### src/rtl/ifu.sv
// ifu: instruction fetch unit, one outstanding word read per request.
// Ports:
//   clock, reset_n              clock, asynchronous active-low reset
//   reqValid, pc                fetch request from the core (accepted only when idle)
//   flush                       abandon the in-flight fetch
//   memReqValid, memReqReady    memory read request handshake
//   memAddr                     word address of the read (registered pc)
//   memRespValid, memRdata      one-cycle read data pulse from memory
//   respValid, inst, inst_pc    one-cycle result pulse; data held until next result
//   fault                       misaligned pc or memory timeout, qualified by respValid
//   busy                        high whenever a fetch is in progress
module ifu #(
   parameter logic [31:0] RESET_PC = 32'h8000_0000,
   parameter int          TIMEOUT  = 255
) (
   input  logic        clock,
   input  logic        reset_n,
   input  logic        reqValid,
   input  logic [31:0] pc,
   input  logic        flush,
   output logic        memReqValid,
   input  logic        memReqReady,
   output logic [31:0] memAddr,
   input  logic        memRespValid,
   input  logic [31:0] memRdata,
   output logic        respValid,
   output logic [31:0] inst,
   output logic [31:0] inst_pc,
   output logic        fault,
   output logic        busy
);
   typedef enum logic [2:0] {IDLE, REQ, WAIT, DROP, RESP} state_t;
   localparam logic [7:0] TO = 8'(TIMEOUT);
   state_t      state_q, state_d;
   logic [7:0]  cnt_q, cnt_d;
   logic [31:0] pc_q;
   logic        hit;
   assign memAddr = pc_q;
   assign hit     = state_q == WAIT && memRespValid;
   always_comb begin
      state_d = state_q;
      cnt_d   = cnt_q;
      case (state_q)
         IDLE: if (reqValid) state_d = pc[1:0] == 2'b00 ? REQ : RESP;
         REQ:
            if (memReqReady) begin
               state_d = flush ? DROP : WAIT;
               cnt_d   = '0;
            end else if (flush) state_d = IDLE;
         WAIT:
            if (memRespValid) state_d = flush ? IDLE : RESP;
            else begin
               cnt_d   = cnt_q + 8'd1;
               // a flush that coincides with expiry has nothing left to drain
               state_d = cnt_d == TO ? (flush ? IDLE : RESP) : (flush ? DROP : WAIT);
            end
         DROP:
            if (memRespValid) state_d = IDLE;
            else begin
               cnt_d   = cnt_q + 8'd1;
               state_d = cnt_d == TO ? IDLE : DROP;
            end
         RESP:    state_d = IDLE;
         default: state_d = IDLE;
      endcase
   end
   always_ff @(posedge clock or negedge reset_n)
      if (!reset_n) begin
         state_q     <= IDLE;
         cnt_q       <= '0;
         pc_q        <= RESET_PC;
         memReqValid <= 1'b0;
         respValid   <= 1'b0;
         busy        <= 1'b0;
         inst        <= '0;
         inst_pc     <= RESET_PC;
         fault       <= 1'b0;
      end else begin
         state_q     <= state_d;
         cnt_q       <= cnt_d;
         memReqValid <= state_d == REQ;
         respValid   <= state_d == RESP;
         busy        <= state_d != IDLE;
         if (state_q == IDLE && reqValid) pc_q <= pc;
         // only a real data beat from WAIT yields an instruction; other RESP entries are faults
         if (state_d == RESP) begin
            inst    <= hit ? memRdata : '0;
            fault   <= !hit;
            inst_pc <= state_q == IDLE ? pc : pc_q;
         end
      end
endmodule

### config.mk
export PLATFORM = sky130hd
export DESIGN_NAME = ifu
export DESIGN_NICKNAME = d
export VERILOG_FILES = /design/src/rtl/ifu.sv
export SDC_FILE = /design/constraint.sdc
export NUM_CORES = 1
export LEC_CHECK = 0
export ABC_AREA = 0
export BUFFER_PORTS_ARGS = -buffer_cell sky130_fd_sc_hd__clkbuf_2
export CAP_MARGIN = 30
export CORE_MARGIN = 4
export CORE_UTILIZATION = 45
export CTS_BUF_LIST = sky130_fd_sc_hd__clkbuf_4
export CTS_CLUSTER_SIZE = 24
export DETAILED_ROUTE_END_ITERATION = 8
export PLACE_DENSITY = 0.73
export SYNTH_ARGS = -nofsm -noshare
export SYNTH_HDL_FRONTEND = slang
export SYNTH_SLANG_ARGS = --single-unit
### constraint.sdc
create_clock -name clock -period 6.4 [get_ports clock]
set_input_delay 0.64 -clock clock [delete_from_list [all_inputs] [get_ports clock]]
set_output_delay 0.64 -clock clock [all_outputs]
set_load 0.05 [all_outputs]
# Word-level counts from Yosys, hierarchy flattened
# Cells that the tools add are included.
dict set report classes {
  addsub 1
  eq_ne 8
  n_mux 16
  n_reduce_logical 9
}
# cell count
set ops {}
lappend ops {{2-to-1 mux 32 bit} 2}
lappend ops {{2-to-1 mux 3 bit} 7}
lappend ops {{2-to-1 mux 8 bit} 2}
lappend ops {{case mux 8 bit (2 select lines)} 1}
lappend ops {{case mux 3 bit (4 select lines)} 1}
lappend ops {{adder 8 x 1 -> 8 bit, second input constant} 1}
lappend ops {{== test 8 bit, second input constant} 1}
lappend ops {{== test 3 x 1 -> 1 bit, second input constant} 2}
lappend ops {{== test 3 x 2 -> 1 bit, second input constant} 2}
lappend ops {{2-to-1 mux 2 bit} 2}
lappend ops {{inequality test 2 bit, second input constant} 2}
lappend ops {{== test 3 bit, second input constant} 1}
lappend ops {{zero test 3 bit} 1}
lappend ops {{AND reduction 3 bit} 1}
lappend ops {{nonzero test 3 bit} 1}
lappend ops {{logical AND 1 bit} 2}
lappend ops {{zero test 2 bit} 1}
lappend ops {{nonzero test 2 bit} 1}
lappend ops {{OR reduction 2 bit} 1}
lappend ops {{zero test 1 bit} 1}
lappend ops {{2-to-1 mux 1 bit} 1}
dict set report totals {
  regBits 111
  in_bits 70
  word_cells 43
}

# Longest topological paths before layout
# Gate-level depths: netlist of run 1.
dict set report depth {
  depth_word 6
  depth_mapped 10
}

# Worst setup path before layout of run 1
# Ideal clock, no wire load.
dict set report synth_timing {
  path_kind {reg-to-reg}
  from {register cnt_q[0]}
  to {register inst_pc[0]}
  setup_time_ns 0.125
  arrival_time_ns 2.018
  setup_slack_ns 4.257
  stages_incl_launch_ff 10
  path_buffers 2
  cell_sequence {dfrtp_1 ha_1 nand4_1 nor4b_1 a211oi_2 o21a_1 buf_6 inv_8 buf_12 mux2_4}
}
dict set report synth_between {
  elab_chain_cells 6
  elab_cells_between_ends 8
}
# element line_no
set synth_rtl {}
lappend synth_rtl {{start, declared} 35} ;# logic [7:0] cnt_q, cnt_d;
lappend synth_rtl {{start signal, assigned} 80} ;# cnt_q <= cnt_d;
lappend synth_rtl {{adder 8 x 1 -> 8 bit *} {53, 60}}
lappend synth_rtl {{== test 8 bit *} {55, 61}}
lappend synth_rtl {{2-to-1 mux 2 bit or 2-to-1 mux 3 bit (tied branches)} {61, 55}}
lappend synth_rtl {{2-to-1 mux 2 bit or 2-to-1 mux 3 bit (tied branches)} {58, 51}}
lappend synth_rtl {{case mux 3 bit (4 select lines) *} 43} ;# case (state_q)
lappend synth_rtl {{== test 3 bit *} 86} ;# if (state_d == RESP) begin
lappend synth_rtl {{end signal, assigned} 89} ;# inst_pc <= state_q == IDLE ? pc : pc_q;
lappend synth_rtl {{end, declared} 28} ;# output logic [31:0] inst_pc,
# Mark *: on every way between the ends. The rest lies on a longest branch, timed or not.
# A chain may end at the register's enable or synchronous reset.

# Final worst setup path of run 1
dict set report layout_timing {
  from {register state_q[2]}
  to {register inst_pc[24]}
}
dict set report layout_between {
  elab_chain_cells 4
  elab_cells_between_ends 10
}
# element line_no
set layout_rtl {}
lappend layout_rtl {{start, declared} 34} ;# state_t state_q, state_d;
lappend layout_rtl {{start signal, assigned} 79} ;# state_q <= state_d;
lappend layout_rtl {{2-to-1 mux 3 bit} 49} ;# end else if (flush) state_d = IDLE;
lappend layout_rtl {{2-to-1 mux 3 bit} 46} ;# if (memReqReady) begin
lappend layout_rtl {{case mux 3 bit (4 select lines)} 43}
lappend layout_rtl {{== test 3 bit} 86}
# Several ways; a longest one is shown, not always the timed one.

==> results.sh, run 1 <==
export IMPL_grt_total_usage=0.177
export IMPL_final_setup_tns_ns=0
export IMPL_start_util=0.467
export IMPL_synth_net_count=411
export IMPL_cap_violations=0
export IMPL_yosys_cell_types_count=40
export IMPL_final_min_clock_period_ns=2.75
export IMPL_report_final_setup_viol=0
export IMPL_final_seq_area_mm2=0.00278
export IMPL_timing_hold_ws_ns=0.202
export IMPL_finalClockSkew_ns=0.0240
export IMPL_via_count=3313
export IMPL_cts_hold_buf=0
export IMPL_clock_tree_root_cell="sky130_fd_sc_hd__clkbuf_4"
export IMPL_layout_cell_share_with_drive_strength_beyond_1=0.573
export IMPL_place_detailed_hpwl_um=7620
export IMPL_worst_skew_pair_late_latency_ns=0.46
export IMPL_dp_slack_ns=3.40
export IMPL_mostFrequentLayoutCell="sky130_fd_sc_hd__clkbuf_2"
export IMPL_crit_path_cell_trace="nor4b_1 > and2_1 > buf_8 > a21oi_1 > o21a_1 > inv_8 > mux2_2"
export IMPL_final_hold_viol_count=0
export IMPL_gpl_final_weighted_congestion=0.838
export IMPL_multi_input_comb_area_mm2=0.00191
export IMPL_cpPeakStageDelay_ns=0.57
export IMPL_cellPowerDensity_mw_per_mm2=529
export IMPL_crit_path_top_delay_cell="sky130_fd_sc_hd__and2_1"
export IMPL_std_cell_rows=37
export IMPL_final_min_period_over_clock_period=0.429
export IMPL_final_max_slew_violation_count=0
export IMPL_area_growth_pct=21.9
export IMPL_postSynthCellCount=339
export IMPL_io_pins=170
export IMPL_max_slew_margin_rel=0.508
export IMPL_post_synth_instance_area_mm2=0.00487
export IMPL_postSynth_asyncResetShare=1.00
export IMPL_num_antenna_cells=0
export IMPL_i_o_buffers=169
export IMPL_p_leak_nw=2.96
export IMPL_post_cts_setup_buffer_count=0
export IMPL_critical_path_endpoint_type="flip-flop"
export IMPL_avgViaCountPerCell=5.14
export IMPL_h_tree_levels=3
export IMPL_first_iter_violations=125
export IMPL_final_nets=575
export IMPL_synthFlopType="sky130_fd_sc_hd__dfrtp_1"
export IMPL_grt_max_degree=62
export IMPL_critPathTopFamily="simple AND/OR/NAND/NOR gates"
export IMPL_dieHeight_um=112
export IMPL_drt_pass1_iter_count=4
export IMPL_critical_path_max_fanout=33
export IMPL_post_synth_top_area_cell="sky130_fd_sc_hd__dfrtp_1"
export IMPL_timing_critical_path_arrival_ns=3.09
export IMPL_final_critical_path_setup_slack_ns=3.65
export IMPL_ys_seq_area_frac=0.571
export IMPL_synth_ff_latch_count=111
export IMPL_synth_warning_count=0
export IMPL_synth_avg_cell_area_um2=14.4
export IMPL_peakVddDrop_mv=0.347
export IMPL_grt_pass1_wl_um=18100
export IMPL_die_area_mm2=0.0125
export IMPL_number_of_nets_with_antenna_violations_after_detailed_routing=0
export IMPL_totalWireLength_um=10800
export IMPL_die_w_um=112
export IMPL_worst_setup_path_category="reg2reg"
export IMPL_post_cts_resized=0
export IMPL_fp_coreArea_mm2=0.0104
export IMPL_cts_sinks=111
export IMPL_achievable_frequency_mhz=364
export IMPL_layout_cells_most_common_list="sky130_fd_sc_hd__clkbuf_2 (168), sky130_fd_sc_hd__dfrtp_1 (109), sky130_fd_sc_hd__mux2_2 (67)"
export IMPL_post_drt_wl_per_cell_um=16.8
export IMPL_globalRouteOverflowTotal=0
export IMPL_hold_class="in2async"
export IMPL_grt_setup_unrepaired="no"
export IMPL_via_count_of_the_first_global_routing_pass=3567
export IMPL_detail_route_drc_violations=0
export IMPL_grt_antenna_before_repair=0
export IMPL_synth_edf_count=0
export IMPL_tritoncts_num_buffers=9
export IMPL_cp_start_kind="flip-flop"
export IMPL_cts_tree="built"
export IMPL_nFillCells=890
export IMPL_worstMarginPinSlew_ns=0.738
export IMPL_synth_top_cell_area_share=0.561
export IMPL_clock_tree_buffer_depth=2
export IMPL_cp_data_required_time_ns=6.75
export IMPL_netlist_top_cells_area="sky130_fd_sc_hd__dfrtp_1 (56%), sky130_fd_sc_hd__mux2_2 (16%), sky130_fd_sc_hd__mux2_4 (8.9%)"
export IMPL_critPathBufInv=2
export IMPL_clkTransAtPathRegs_ns=0.17
export IMPL_status="finished clean"
[cell usage after synthesis (all sizes together) (2+ instances only)]
cell type	n
nand3	6
nand2	7
o21ai	14
nand2b	2
nor3	2
and2	6
mux2	96
clkbuf	8
nor2b	2
dfrtp	109
a211oi	2
a22o	32
a21oi	4
dfstp	2
inv	7
nor4b	2
nor2	7
ha	2
buf	13
o31ai	3
[cell type report]
cell class,instances,area share
Clock buffer,9,0.0114
Clock inverter,7,0.0124
Inverter,7,0.00570
Multi-Input combinational cell,200,0.322
Sequential cell,111,0.469
Tap cell,136,0.0287
Timing Repair Buffer,174,0.151
[path summary, 6_finish.rpt]
kind	from	to	slack (ns)	cells after the start
setup / recovery	state_q[2]$_DFF_PN0_	inst_pc[24]$_DFFE_PN0N_	3.65	7
hold / removal	reset_n	inst_pc[27]$_DFFE_PN0N_	0.20	1
setup reg to reg	state_q[2]$_DFF_PN0_	inst_pc[24]$_DFFE_PN0N_	3.65	7
hold reg to reg	cnt_q[7]$_DFFE_PN0P_	cnt_q[7]$_DFFE_PN0P_	0.50	1
max in group asynchronous	reset_n	cnt_q[6]$_DFFE_PN0P_	4.99	2
min in group clock	memRdata[5]	inst[5]$_DFFE_PN0N_	0.38	2
[registers in the layout, indices dropped and copies added, names as in the netlist]
register,count
inst,32
inst_pc,32
memAddr,32
cnt_q,8
state_q,3
busy,1
fault,1
memReqValid,1
respValid,1
[power by group]
part / internal (W) / leakage, nW / total (W) / switching, W
sequential: 0.000943 / 1.39 / 0.00112 / 0.000178
clock: 0.0000928 / 0.0713 / 0.000341 / 0.000249
combinational: 0.000543 / 1.50 / 0.00167 / 0.00113
total: 0.00158 / 2.96 / 0.00314 / 0.00156
[per-stage QoR]
stage | std cells | power (W) | area, µm² | utilization
floorplan | 339 | 0.00244 | 4870 | -
global route | 644 | 0.00331 | 5930 | 0.569
global placement | 627 | 0.00279 | 5770 | 0.554
CTS | 644 | 0.00317 | 5930 | 0.569
finish | 644 | 0.00314 | 5930 | 0.569
detailed placement | 628 | 0.00282 | 5790 | 0.556
[cell families (layout without fill, tap and decap cells)]
kind of cell,after synthesis,in the layout,share of synthesized area
flip-flops,111,111,0.571
multiplexers,96,96,0.245
AO/OA/AOI/OAI,61,61,0.0951
AND/OR/NAND/NOR,40,40,0.0450
buffers and inverters,28,197,0.0370
adder cells (fa/ha/maj),2,2,0.00514
XOR/XNOR,1,1,0.00180
[metal layers]
metal,part of all wire,vias to the layer above,global-route usage
met5,0,-,0
met4,0.0087,0,0.0369
met3,0.076,9,0.0614
met2,0.47,111,0.283
met1,0.44,1630,0.234
li1,-,1563,-
[worst register-to-register path, delay by kind of cell (launching register included)]
family,cells,cell delay (ns)
AND/OR/NAND/NOR,2,1.00
buffers and inverters,2,0.52
flip-flops,1,0.48
multiplexers,1,0.42
AO/OA/AOI/OAI,2,0.23
Power figures use the tool's default switching activity.
==> run 2: changes to the inputs <==
PLACE_DENSITY = 0.76   (was 0.73)
clock period = 2.35 ns   (was 6.4 ns; I/O delays follow)
==> run 2 against run 1 <==
Clock power rose to 2.5 times the previous value. Utilization rose by 6.2 points. Die area did not move. Register-to-register slack got worse by 3.5 ns. Wire length rose by 12%.
==> results.sh, run 2 (same netlist as run 1, synthesis figures left out) <==
export IMPL_drt_pass1_iter_count=4
export IMPL_hold_class="in2reg"
export IMPL_achievable_frequency_mhz=451
export IMPL_via_count_of_the_first_global_routing_pass=3850
export IMPL_timing_critical_path_arrival_ns=2.57
export IMPL_start_util=0.467
export IMPL_critical_path_endpoint_type="flip-flop"
export IMPL_worst_case_hold_path_end_point="memAddr[16]$_DFFE_PN0P_"
export IMPL_m1WireLength_um=5070
export IMPL_finalClockSkew_ns=0.0165
export IMPL_final_max_slew_violation_count=0
export IMPL_final_setup_tns_ns=0
export IMPL_io_pins=170
export IMPL_power_frac_clock=0.100
export IMPL_r2r_end="inst_pc[24]$_DFFE_PN0N_"
export IMPL_cts_tree="built"
export IMPL_totalWireLength_um=12100
export IMPL_wl_met2_um=6050
export IMPL_reg2reg_setup_slack_ns=0.13
export IMPL_gpl_final_weighted_congestion=0.803
export IMPL_wl_met3_um=769
export IMPL_power_report_internal_total_w=0.00439
export IMPL_globalRouteOverflowTotal=0
export IMPL_place_area_mm2=0.00582
export IMPL_layout_cells_most_common_list="sky130_fd_sc_hd__clkbuf_2 (168), sky130_fd_sc_hd__dfrtp_1 (107), sky130_fd_sc_hd__mux2_2 (67)"
export IMPL_clock_tree_root_cell="sky130_fd_sc_hd__clkbuf_4"
export IMPL_report_final_setup_viol=0
export IMPL_hold_path_startpoint="pc[16]"
export IMPL_die_w_um=112
export IMPL_dieHeight_um=112
export IMPL_p_leak_nw=3.23
export IMPL_number_of_nets_with_antenna_violations_after_detailed_routing=0
export IMPL_num_antenna_cells=0
export IMPL_fp_coreArea_mm2=0.0104
export IMPL_grt_max_degree=47
export IMPL_nFillCells=801
export IMPL_place_detailed_hpwl_um=7900
export IMPL_critical_path_max_fanout=33
export IMPL_highest_signal_layer="met4"
export IMPL_peakVddDrop_mv=1.15
export IMPL_grt_pass1_wl_um=19700
export IMPL_status="finished clean"
export IMPL_post_drt_wl_per_cell_um=17.1
export IMPL_mostFrequentLayoutCell="sky130_fd_sc_hd__clkbuf_2"
export IMPL_i_o_buffers=169
export IMPL_post_route_cell_area_mm2=0.00658
export IMPL_detail_route_drc_violations=0
export IMPL_power_frac_comb=0.545
export IMPL_place_inst=631
export IMPL_tritoncts_num_buffers=9
export IMPL_area_growth_pct=35.1
export IMPL_die_area_mm2=0.0125
export IMPL_h_tree_levels=3
export IMPL_final_hold_viol_count=0
export IMPL_grt_antenna_before_repair=0
export IMPL_grt_total_usage=0.195
export IMPL_worstMarginPinSlew_ns=0.607
export IMPL_final_cell_count_no_fill=708
export IMPL_worst_setup_path_category="reg2reg"
export IMPL_worst_skew_pair_late_latency_ns=0.46
export IMPL_layout_cell_share_with_drive_strength_beyond_1=0.517
export IMPL_final_min_clock_period_ns=2.22
export IMPL_switching_power_w=0.00425
export IMPL_clkTransAtPathRegs_ns=0.15
export IMPL_reg2reg_depth=7
export IMPL_final_core_util=0.631
export IMPL_cap_violations=0
export IMPL_sw_frac_of_total=0.492
export IMPL_clock_tree_buffer_depth=2
export IMPL_crit_reg2reg_launch="cnt_q[1]$_DFFE_PN0P_"
export IMPL_cp_start_kind="flip-flop"
export IMPL_final_total_pwr_w=0.00864
export IMPL_std_cell_rows=37
export IMPL_power_frac_seq=0.355
export IMPL_grt_setup_unrepaired="no"
export IMPL_cp_data_required_time_ns=2.70
export IMPL_final_nets=639
export IMPL_first_iter_violations=147
export IMPL_avgViaCountPerCell=5.06
export IMPL_via_count=3583
export IMPL_cellPowerDensity_mw_per_mm2=1310
export IMPL_max_slew_margin_rel=0.595
export IMPL_worst_hold_path_cell_count=2
export IMPL_final_min_period_over_clock_period=0.944
export IMPL_cts_sinks=111
run 2: changes by cell type in the layout (fill, tap and decap cells not counted), moves of 2 or more:
cell                            previous run  this run
sky130_fd_sc_hd__dfrtp_2                   0         2
sky130_fd_sc_hd__inv_8                     4         1
sky130_fd_sc_hd__clkinv_4                  0         2
sky130_fd_sc_hd__buf_4                     5         8
sky130_fd_sc_hd__dfrtp_1                 109       107
sky130_fd_sc_hd__dlygate4sd3_1             0        61
run 2: area by class of cell:
cell class              count  area, µm²  share of cell area
multi-input cells         200       1920               0.292
flip-flops and latches    111       2780               0.423
well taps                 136        170              0.0259
repair buffers            238       1530               0.233
inverters                   7       52.6             0.00799
clock buffers              10       75.1              0.0114
clock inverters             6       45.0             0.00685
run 2: what timing repair did:
item	in CTS	in global routing
resized for setup	0	5
endpoints found under the hold margin	91	11
buffers inserted	0	0
setup endpoints to repair	0	32
hold buffers	50	11
run 2: worst max-delay path by stage:
stage                                    start                 endpoint  slack (ns)  depth (start not counted)
after floorplan           cnt_q[0]$_DFFE_PN0P_   inst_pc[0]$_DFFE_PN0N_        0.21                          9
after global placement    cnt_q[0]$_DFFE_PN0P_  inst_pc[22]$_DFFE_PN0N_        0.15                          7
after detailed placement  cnt_q[0]$_DFFE_PN0P_  inst_pc[23]$_DFFE_PN0N_        0.09                          7
after CTS                 cnt_q[1]$_DFFE_PN0P_  inst_pc[24]$_DFFE_PN0N_        0.06                          7
after global routing      cnt_q[3]$_DFFE_PN0P_  inst_pc[24]$_DFFE_PN0N_        0.01                          6
final                     cnt_q[1]$_DFFE_PN0P_  inst_pc[24]$_DFFE_PN0N_        0.13                          7
run 2: stage by stage:
step	setup WS, ns	hold WS (ns)
floorplan	0.207	-0.0606
global placement	0.150	0.274
detailed placement	0.0943	0.282
CTS	0.0627	0.000108
global route	0.0133	0.00380
finish	0.131	0.0311
run 2: worst max-delay path, stage by stage (launching register included):
cell	delay, ns
sky130_fd_sc_hd__dfrtp_2	0.45
sky130_fd_sc_hd__ha_1	0.23
sky130_fd_sc_hd__nand4_1	0.12
sky130_fd_sc_hd__nor4b_2	0.30
sky130_fd_sc_hd__a211oi_2	0.08
sky130_fd_sc_hd__o21a_1	0.24
sky130_fd_sc_hd__bufinv_16	0.32
sky130_fd_sc_hd__mux2_2	0.36
run 2: per-layer routing:
layer  up-vias  track usage
met5         -            0
met4         0       0.0625
met3        17       0.0592
met2       109        0.325
met1      1768        0.245
li1       1689            -
run 2: power by group through the flow:
| stage | registers [W] | clock network, W | logic [W] |
|---|---|---|---|
| floorplan | 0.00513 | 0 | 0.00153 |
| global placement | 0.00306 | 0 | 0.00456 |
| detailed placement | 0.00308 | 0 | 0.00464 |
| CTS | 0.00306 | 0.000901 | 0.00470 |
| global route | 0.00316 | 0.000987 | 0.00492 |
| finish | 0.00307 | 0.000867 | 0.00471 |
==> run 3: changes to the inputs <==
BUFFER_PORTS_ARGS = not set   (was -buffer_cell sky130_fd_sc_hd__clkbuf_2)
DONT_BUFFER_PORTS = 1   (was not set)
PLACE_DENSITY = not set   (was 0.76)
==> run 3 against run 2 <==
Die area is the same. Largest cell class unchanged. Design area down 9.2%. Fmax up 0.96%. The flow now finishes with violations (negative hold slack).
==> results.sh, run 3 (same netlist as run 1, synthesis figures left out) <==
export IMPL_cp_data_required_time_ns=2.70
export IMPL_clock_tree_root_cell="sky130_fd_sc_hd__clkbuf_4"
export IMPL_io_pins=170
export IMPL_std_cell_rows=37
export IMPL_post_route_cell_area_mm2=0.00597
export IMPL_crit_path_top_delay_cell="sky130_fd_sc_hd__dfrtp_2"
export IMPL_critical_path_endpoint_type="flip-flop"
export IMPL_grt_max_degree=112
export IMPL_detail_route_drc_violations=0
export IMPL_i_o_buffers=0
export IMPL_critical_path_max_fanout=33
export IMPL_peakVddDrop_mv=0.830
export IMPL_clock_tree_buffer_depth=2
export IMPL_violations_in_the_final_reports="negative hold slack"
export IMPL_post_drt_wl_per_cell_um=20.7
export IMPL_final_min_period_over_clock_period=0.935
export IMPL_area_growth_pct=22.7
export IMPL_finalClockSkew_ns=0.0196
export IMPL_worst_skew_pair_late_latency_ns=0.46
export IMPL_mostFrequentLayoutCell="sky130_fd_sc_hd__dfrtp_1"
export IMPL_fp_coreArea_mm2=0.0104
export IMPL_max_slew_margin_rel=0.648
export IMPL_final_max_slew_violation_count=0
export IMPL_cellPowerDensity_mw_per_mm2=1350
export IMPL_nFillCells=822
export IMPL_worstMarginPinSlew_ns=0.525
export IMPL_cp_start_kind="flip-flop"
export IMPL_final_critical_path_setup_slack_ns=0.152
export IMPL_via_count_of_the_first_global_routing_pass=3299
export IMPL_h_tree_levels=3
export IMPL_number_of_nets_with_antenna_violations_after_detailed_routing=0
export IMPL_layout_cell_share_with_drive_strength_beyond_1=0.299
export IMPL_hold_class="in2async"
export IMPL_final_min_clock_period_ns=2.20
export IMPL_drt_pass1_iter_count=4
export IMPL_final_setup_tns_ns=0
export IMPL_cts_sinks=111
export IMPL_grt_antenna_before_repair=1
export IMPL_final_nets=492
export IMPL_multi_input_comb_area_mm2=0.00193
export IMPL_timing_hold_ws_ns=-0.552
export IMPL_cts_tree="built"
export IMPL_place_detailed_hpwl_um=7020
export IMPL_achievable_frequency_mhz=455
export IMPL_avgViaCountPerCell=5.48
export IMPL_status="complete, but fails checks"
export IMPL_layout_cells_most_common_list="sky130_fd_sc_hd__dfrtp_1 (107), sky130_fd_sc_hd__dlygate4sd3_1 (85), sky130_fd_sc_hd__mux2_2 (67)"
export IMPL_dieHeight_um=112
export IMPL_crit_path_cell_trace="ha_1 > nand4_1 > nor4b_2 > a211oi_2 > o21a_1 > bufinv_16 > mux2_2"
export IMPL_grt_setup_unrepaired="no"
export IMPL_die_area_mm2=0.0125
export IMPL_place_area_mm2=0.00494
export IMPL_grt_total_usage=0.184
export IMPL_tritoncts_num_buffers=9
export IMPL_clkTransAtPathRegs_ns=0.17
export IMPL_p_leak_nw=2.60
export IMPL_timing_critical_path_arrival_ns=2.55
export IMPL_grt_pass1_wl_um=18200
export IMPL_first_iter_violations=207
export IMPL_worst_setup_path_category="reg2reg"
export IMPL_start_util=0.467
export IMPL_post_cts_setup_buffer_count=0
export IMPL_final_total_pwr_w=0.00809
export IMPL_globalRouteOverflowTotal=0
export IMPL_report_final_setup_viol=0
export IMPL_final_hold_viol_count=111
export IMPL_dp_slack_ns=0.0974
export IMPL_via_count=3088
export IMPL_die_w_um=112
export IMPL_cpPeakStageDelay_ns=0.46
export IMPL_final_seq_area_mm2=0.00278
export IMPL_cap_violations=0
export IMPL_gpl_final_weighted_congestion=0.833
export IMPL_totalWireLength_um=11600
[run 3: power by group]
part | internal, W | switching (W)
Sequential | 0.00253 | 0.00280
Clock | 0.000326 | 0.000627
Combinational | 0.00118 | 0.000617
[run 3: through the flow]
stage          cells  utilization
2_1_floorplan    339            -
3_3_place_gp     460        0.474
3_5_place_dp     460        0.474
4_1_cts          542        0.551
5_1_grt          561        0.573
6_report         563        0.573
[run 3: critical path: cells and delay by family (launching register included)]
kind | cells | cell delay [ns]
compound gates | 2 | 0.30
buf+inv | 1 | 0.32
fa+ha+maj | 1 | 0.21
simple gates | 2 | 0.41
flops | 1 | 0.46
mux | 1 | 0.37
[run 3: layer usage]
metal / vias up / GRT usage / part of all wire
met5: - / 0 / 0
met1: 1544 / 0.226 / 0.40
li1: 1400 / - / -
met2: 127 / 0.296 / 0.50
met4: 0 / 0.0497 / 0.016
met3: 17 / 0.0826 / 0.088
[run 3: cell type report]
| type | count | area share |
|---|---|---|
| inverters | 7 | 0.00880 |
| clock buffers | 9 | 0.0113 |
| flip-flops and latches | 111 | 0.466 |
| clock inverters | 7 | 0.0122 |
| repair buffers | 91 | 0.150 |
| multi-input cells | 200 | 0.322 |
| diodes | 2 | 0.000838 |
| well taps | 136 | 0.0285 |
[run 3: worst paths after layout]
check / from / end / slack, ns / cells after the start
max: cnt_q[0]$_DFFE_PN0P_ / inst_pc[22]$_DFFE_PN0N_ / 0.15 / 7
min: reset_n / respValid$_DFF_PN0_ / -0.55 / 0
max reg2reg: cnt_q[0]$_DFFE_PN0P_ / inst_pc[22]$_DFFE_PN0N_ / 0.15 / 7
min reg2reg: cnt_q[7]$_DFFE_PN0P_ / cnt_q[7]$_DFFE_PN0P_ / 0.49 / 1
max in group asynchronous: reset_n / cnt_q[3]$_DFFE_PN0P_ / 2.67 / 0
min in group clock: pc[0] / inst_pc[0]$_DFFE_PN0N_ / 0.04 / 2
[run 3: repair_timing]
| action | in CTS | in global routing |
|---|---|---|
| resized for setup | 0 | 6 |
| hold buffers | 66 | 19 |
| setup endpoints to repair | 0 | 32 |
| endpoints found under the hold margin | 183 | 130 |
